$ cat config.mk
export PLATFORM = sky130hd
export DESIGN_NAME = replace_num_msg_rx
export DESIGN_NICKNAME = d
export VERILOG_FILES = /design/src/rtl/replace_num_msg_rx.sv
export SDC_FILE = /design/constraint.sdc
export NUM_CORES = 1
export LEC_CHECK = 0
export ABC_AREA = 1
export BUFFER_PORTS_ARGS = -buffer_cell sky130_fd_sc_hd__buf_2
export CAP_MARGIN = 20
export CORE_MARGIN = 2
export CORE_UTILIZATION = 45
export CTS_CLUSTER_SIZE = 24
export DETAILED_ROUTE_END_ITERATION = 8
export PLACE_DENSITY = 0.6
export SETUP_SLACK_MARGIN = 0.05
export SLEW_MARGIN = 20
export SYNTH_ARGS = -nofsm -noshare
export SYNTH_HDL_FRONTEND = slang
export SYNTH_SLANG_ARGS = --single-unit
$ cat constraint.sdc
create_clock -name clk -period 2.45 [get_ports clk]
set_input_delay 0.49 -clock clk [delete_from_list [all_inputs] [get_ports clk]]
set_output_delay 0.49 -clock clk [all_outputs]
set_load 0.02 [all_outputs]
$ cat src/rtl/replace_num_msg_rx.sv
// replace_num_msg_rx: parses replace-number messages from the UART RX byte
// stream, verifies the XOR checksum, issues a single-cycle write of the
// {addr, data} packet to the replacement-number memory and answers the host
// with an ACK (8'h06) or NAK (8'h15) byte on the UART TX interface.
//
// state   | meaning
// --------+-----------------------------------------------------------------
// IDLE    | hunting for the header byte; all other bytes discarded
// PAYLOAD | shifting in address/data bytes, then the checksum byte
// CHECK   | compare received checksum against running XOR
// WRITE   | write strobe is high this cycle; queue the ACK byte
// RESP    | hold tx_valid/tx_data until the transmitter accepts
module replace_num_msg_rx #(
  parameter int          ADDR_WIDTH     = 16,
  parameter int          DATA_WIDTH     = 32,
  parameter int          TIMEOUT_CYCLES = 100000,
  parameter logic [7:0]  HDR_BYTE       = 8'h52
) (
  input  logic                             clk,
  input  logic                             rst,
  input  logic [7:0]                       rx_data,
  input  logic                             rx_valid,
  output logic [7:0]                       tx_data,
  output logic                             tx_valid,
  input  logic                             tx_ready,
  output logic [ADDR_WIDTH+DATA_WIDTH-1:0] wr_packet,
  output logic                             wr_en,
  output logic                             err,
  output logic                             timeout
);

  localparam int W     = ADDR_WIDTH + DATA_WIDTH;
  localparam int N     = W / 8;
  localparam int CNT_W = (TIMEOUT_CYCLES > 1) ? $clog2(TIMEOUT_CYCLES) : 1;
  localparam int BC_W  = $clog2(N + 1);

  localparam logic [CNT_W-1:0] TO_LAST = CNT_W'(TIMEOUT_CYCLES - 1);
  localparam logic [BC_W-1:0]  N_BYTES = BC_W'(N);
  localparam logic [7:0]       ACK     = 8'h06;
  localparam logic [7:0]       NAK     = 8'h15;

  typedef enum logic [2:0] {
    IDLE,
    PAYLOAD,
    CHECK,
    WRITE,
    RESP
  } state_t;

  state_t           state;
  logic [W-1:0]     sr;
  logic [7:0]       xor_acc;
  logic [7:0]       csum;
  logic [BC_W-1:0]  byte_cnt;
  logic [CNT_W-1:0] to_cnt;

  // Message parser FSM with registered outputs; pulses default low each cycle.
  always_ff @(posedge clk) begin
    if (rst) begin
      state     <= IDLE;
      sr        <= '0;
      xor_acc   <= '0;
      csum      <= '0;
      byte_cnt  <= '0;
      to_cnt    <= '0;
      wr_packet <= '0;
      wr_en     <= 1'b0;
      err       <= 1'b0;
      timeout   <= 1'b0;
      tx_valid  <= 1'b0;
      tx_data   <= '0;
    end else begin
      wr_en   <= 1'b0;
      err     <= 1'b0;
      timeout <= 1'b0;
      case (state)
        IDLE: begin
          if (rx_valid && (rx_data == HDR_BYTE)) begin
            state    <= PAYLOAD;
            byte_cnt <= '0;
            xor_acc  <= '0;
            sr       <= '0;
            to_cnt   <= '0;
          end
        end
        PAYLOAD: begin
          // An arriving byte always beats a coincident timeout expiry.
          if (rx_valid) begin
            to_cnt <= '0;
            if (byte_cnt == N_BYTES) begin
              csum  <= rx_data;
              state <= CHECK;
            end else begin
              sr       <= {sr[W-9:0], rx_data};
              xor_acc  <= xor_acc ^ rx_data;
              byte_cnt <= byte_cnt + 1'b1;
            end
          end else if (to_cnt == TO_LAST) begin
            timeout <= 1'b1;
            state   <= IDLE;
          end else begin
            // Stops at TO_LAST, so the counter saturates instead of wrapping.
            to_cnt <= to_cnt + 1'b1;
          end
        end
        CHECK: begin
          if (csum == xor_acc) begin
            // Strobe lands in the WRITE cycle together with the packet.
            wr_en     <= 1'b1;
            wr_packet <= sr;
            state     <= WRITE;
          end else begin
            err      <= 1'b1;
            tx_data  <= NAK;
            tx_valid <= 1'b1;
            state    <= RESP;
          end
        end
        WRITE: begin
          tx_data  <= ACK;
          tx_valid <= 1'b1;
          state    <= RESP;
        end
        RESP: begin
          if (tx_ready) begin
            tx_valid <= 1'b0;
            state    <= IDLE;
          end
        end
        default: state <= IDLE;
      endcase
    end
  end

endmodule
# After elaboration in Yosys (flattened, before gate mapping)
# Cells that the tools add are included.
# Widths: inputs -> output; s select.
[word_totals] ff_bits=147 in_bits=12 out_inout_bits=60 wordCells=78
[op_classes] addsub=2 n_eq_ne=16 n_mux=31 bitwise=3 reduce_logical=14
[op_table] op="$mux 48" count=3
[op_table] op="$pmux 48 s2" count=1
[op_table] op="$mux 17" count=3
[op_table] op="$pmux 17 s2" count=1
[op_table] op="$mux 8" count=4
[op_table] op="$pmux 8 s2" count=2
[op_table] op="$mux 3" count=9
[op_table] op="$add 17x1->17 const B" count=1
[op_table] op="$eq 17x17->1 const B" count=1
[op_table] op="$pmux 3 s5" count=1
[op_table] op="$ne 2x2->1 const B" count=5
[op_table] op="$ne 3x3->1 const B" count=3
[op_table] op="$reduce_and 3->1" count=3
[op_table] op="$eq 8x7->1 const B" count=1
[op_table] op="$eq 8x8->1" count=1
[op_table] op="$reduce_and 4->1" count=2
[op_table] op="$xor 8x8->8" count=1
[op_table] op="$eq 3x2->1 const B" count=2
[op_table] op="$eq 3x3->1 const B" count=2
[op_table] op="$pmux 3 s2" count=1
[op_table] op="$mux 1" count=5
[op_table] op="$reduce_and 2->1" count=2
[op_table] op="$reduce_bool 2->1" count=2
[op_table] op="$add 3x1->3 const B" count=1
[op_table] op="8 further kinds" count=9

# Longest topological paths before layout
[logic_depth] ltp_word=4 depth_mapped=11 depth_no_buf=11

# Worst setup path before layout
# OpenSTA, ideal clock, no wires.
[synth_path] kind="reg2reg" startpoint="reg byte_cnt[0]" endpoint="reg sr[31]" setup_time_ns=0.118 arrival_time_ns=1.468 required_time_ns=2.332 setup_slack_ns=0.864 stages_incl_launch_ff=11 path_buffers=2 period_less_slack_ns=1.586 path_cell_list="dfxtp_1 inv_1 ha_1 nand2_1 nand2_1 a21oi_1 nand2_2 buf_6 buf_6 o21ai_0 nor2_1"
[synth_between] elab_chain_len=3
[synth_lines] element="start, declared" line="54" text="logic [BC_W-1:0] byte_cnt;"
[synth_lines] element="start signal, assigned" line="96" text="byte_cnt <= byte_cnt + 1'b1;"
[synth_lines] element="$eq 3x3->1" line="90" text="if (byte_cnt == N_BYTES) begin"
[synth_lines] element="$ne 2x2->1 (no source line)"
[synth_lines] element="$reduce_and 4->1 (no source line)"
[synth_lines] element="end signal, assigned" line="94" text="sr <= {sr[W-9:0], rx_data};"
[synth_lines] element="end, declared" line="51" text="logic [W-1:0] sr;"
# No other way between the ends.
# A chain may end at the register's enable or synchronous reset.

# Worst setup path in the final report
[layout_path] startpoint="reg to_cnt[0]" endpoint="reg to_cnt[14]"
[layout_between] elab_chain_len=4 elab_cells_between_ends=7 classes_between="1 x add/sub; 2 x eq/ne; 3 x mux; 1 x reduce/logical"
[layout_lines] element="start, declared" line="55" text="logic [CNT_W-1:0] to_cnt;"
[layout_lines] element="start signal, assigned" line="103" text="to_cnt <= to_cnt + 1'b1;"
[layout_lines] element="$add 17x1->17" line="103"
[layout_lines] element="$mux 17" line="98" text="end else if (to_cnt == TO_LAST) begin"
[layout_lines] element="$mux 17" line="88" text="if (rx_valid) begin"
[layout_lines] element="$pmux 17 s2" line="76" text="case (state)"
# Several ways; a longest one is shown, not always the timed one. The select of a mux whose other input is x is not followed.

==> out/results.txt <==
Status - complete, no violations
CTS Root Cell - clkbuf_16
Tmin final - 1.97 ns
Rel. slew slack - 0.664
Routed len/inst - 13.3 µm
CTS sink cnt - 142
Crit end category - flop
H-Tree Depth - 4
Synth Area in Simple Gates - 0.292
Max stage delay on crit path - 0.40 ns
Num ports - 72
Power Internal - 4.27 mW
CP cell instances - ha_1 -> nand2_1 -> nor2_1 -> nand4_1 -> nand2_2 -> nand2_1 -> o21ai_0
Worst r2r path cells - 7
Placed inst area - 6340 µm²
XOR/XNOR share of the synthesized area - 0.0235
GRT Overall Usage - 0.204
Post-CTS Setup Inserts - 0
Seq. cell area - 2840 µm²
Sw Share - 0.257
Ys Warns - 0
Layout overhead on the synthesized area - 16.4%
Worst setup SP type - flop
Hold_sp - rx_data[7]
Layout cell share with drive strength beyond 1 - 0.144
Antenna violations before repair - 0
Reg2Reg Launch Point - to_cnt[0]
# hold bufs at CTS - 0
Share of the synthesized area in the top cell type - 0.477
Synth Area in Compound Gates - 0.116
Avg Synthesized Cell Area - 7.35 µm²
Final Max Slew Viols - 0
Hold depth - 3
DRC - 0
Largest net degree at the start of global routing - 51
Gate Count Post-Synth - 810
Final setup fails - 0
Netlist cell types - 28
Clk slew on worst S/H paths - 0.06 ns
CTS Buf Count - 17
GPL Wtd Cong - 0.909
FP Rows - 42
Synth area leaders - dfxtp_1, nand2_1, a21oi_1
Util after Layout - 0.530
CP delay by family, top - simple AND/OR/NAND/NOR gates
Fmax achieved - 509 MHz
CTS Buffer Depth - 2
Total negative slack - 0 ns
Core ar. - 13,100 µm²
Vias - 5,272
Arr. time, crit path - 2.31 ns
Vias in the first global route - 4,961
Max_cap viols - 0
Hpwl dp - 9.68 mm
Combinational share of power - 0.114
PortBufs - 67
GRT overflow - 0
Adder-Cell Fraction of Synth Area - 0.00630
Flops & latches, synth - 142
Diodes inserted - 0
Pwr/cell area - 829 nW/µm²
Reg2Reg Capture Point - to_cnt[14]
Die Area - 14,200 µm²
ANT nets after route - 0
Hold crit path type - in2reg
Crit path buffers/inverters - 0
# resized after CTS - 0
Most used cell, CP - nand2_1
Period Utilization, post-route - 0.802
Post-Syn Area - 5960 µm²
Initial Utilization - 0.455
Worst-path maximum fanout - 13
Crit path kind - reg2reg
Die H - 119 µm
Peak supply drop - 480 µV
Clock share of power - 0.443
Post-Route WL - 14.0 mm
Seq/Total Area, Yosys - 0.477
Crit-path slowest cell - dfxtp_1
DRT Pass-1 Iters - 4
Drt initial violations - 288
Leak pwr - 2.85 nW
Worst Hold Endpoint - sr[7]
Area occupied by multi-input gates - 2630 µm²
Clock latency on the worst-skew pair - 0.43 ns
Clk_skew - 0.00914 ns
Final hold violation count - 0
Filler cell count - 1,318
Worst EP required - 2.80 ns
CP Launch Point - to_cnt[0]
Design area - 6930 µm²
Global-route wire length before repair - 23.3 mm
DIE WIDTH - 119 µm
Largest family of logic cells by synthesized area - simple AND/OR/NAND/NOR gates
Most frequent cells in the layout - nand2_1, dfxtp_1, nor2_1
Final #Nets - 877
Synth area leader - dfxtp_1
Multiplexer share of the synthesized area - 0
Reg power frac - 0.443
Switching pwr - 1.47 mW
Worst-Margin Slew - 0.504 ns
Via density per instance - 5.02
Worst R2R Setup Slack - 0.48 ns
Most common cell after layout, fill and taps aside - nand2_1
Unrepaired setup endpoints after global routing - no
CTS tree - yes
==> per-stage QoR <==
step / cells / total power, mW / setup WS (ns) / hold WS (ns)
floorplan: 813 / 3.12 / 0.864 / 0.444
global placement: 1019 / 3.23 / 0.521 / 0.440
detailed placement: 1019 / 3.25 / 0.478 / 0.446
CTS: 1051 / 5.80 / 0.488 / 0.360
global route: 1051 / 6.02 / 0.297 / 0.379
finish: 1051 / 5.75 / 0.484 / 0.379
==> area by class of cell <==
type / instances / area share
multi-input cells: 567 / 0.379
flip-flops and latches: 142 / 0.410
inverters: 55 / 0.0298
clock inverters: 6 / 0.0115
well taps: 176 / 0.0318
repair buffers: 79 / 0.0650
clock buffers: 26 / 0.0734
==> tightest hold or removal path: stages <==
cell     delay (ns)
buf_2          0.14
nand2_1        0.07
a21oi_1        0.05
==> sequential cells by signal, summed over array words and instances (netlist names), 3 cells and up <==
name and cells:
to_cnt 17, xor_acc 8, csum 8, sr 48, wr_packet 48, state 3, byte_cnt 3, tx_data 3
==> metal layers <==
metal  GRT usage  share of wire  wire length [µm]
met1       0.253           0.46              6420
met2       0.346           0.49              6860
met3      0.0460          0.038               534
met4      0.0774          0.015               209
met5           0              0                 0
==> cell families (layout without fill, tap and decap cells) <==
family	after synthesis	after routing
adders and majority gates	3	3
other	1	4
and+or+nand+nor	409	409
xor gates and xnor gates	16	16
AOI/OAI and AO/OA	135	135
buffers and inverters	104	166
DFF	142	142
==> power groups by stage <==
| stage | clock, mW | sequential (mW) | combinational [mW] |
|---|---|---|---|
| CTS | 2.60 | 2.54 | 0.659 |
| global placement | 0 | 2.59 | 0.645 |
| finish | 2.55 | 2.54 | 0.657 |
| floorplan | 0 | 2.56 | 0.559 |
| detailed placement | 0 | 2.59 | 0.656 |
| global route | 2.70 | 2.56 | 0.756 |
==> synthesized netlist by cell type <==
library cell  instances
nor3_4                1
clkinv_1              1
buf_4                 9
nor2_2                3
o21ai_1               8
a21oi_1              87
clkbuf_1             15
o21ai_4               1
nor2_1              101
o21bai_1              1
xor2_1                9
o21ai_0              38
nand3_1              82
nor3_1                9
dfxtp_1             142
nor2_4                1
nand4_1              16
nand2_2               3
xnor2_1               7
buf_6                 8
inv_2                 5
ha_1                  3
nor3_2                1
inv_1                49
buf_2                17
nand2_1             189
conb_1                1
or2_2                 3
==> how the worst max path moves through the flow <==
stage,endpoint,slack [ns],cells after the start
6_report,to_cnt[14],0.48,7
5_1_grt,to_cnt[14],0.30,7
4_1_cts,to_cnt[14],0.49,7
3_5_place_dp,sr[18],0.48,11
3_3_place_gp,sr[18],0.52,11
2_1_floorplan,sr[31],0.86,10
(Power assumes the default switching activity.)
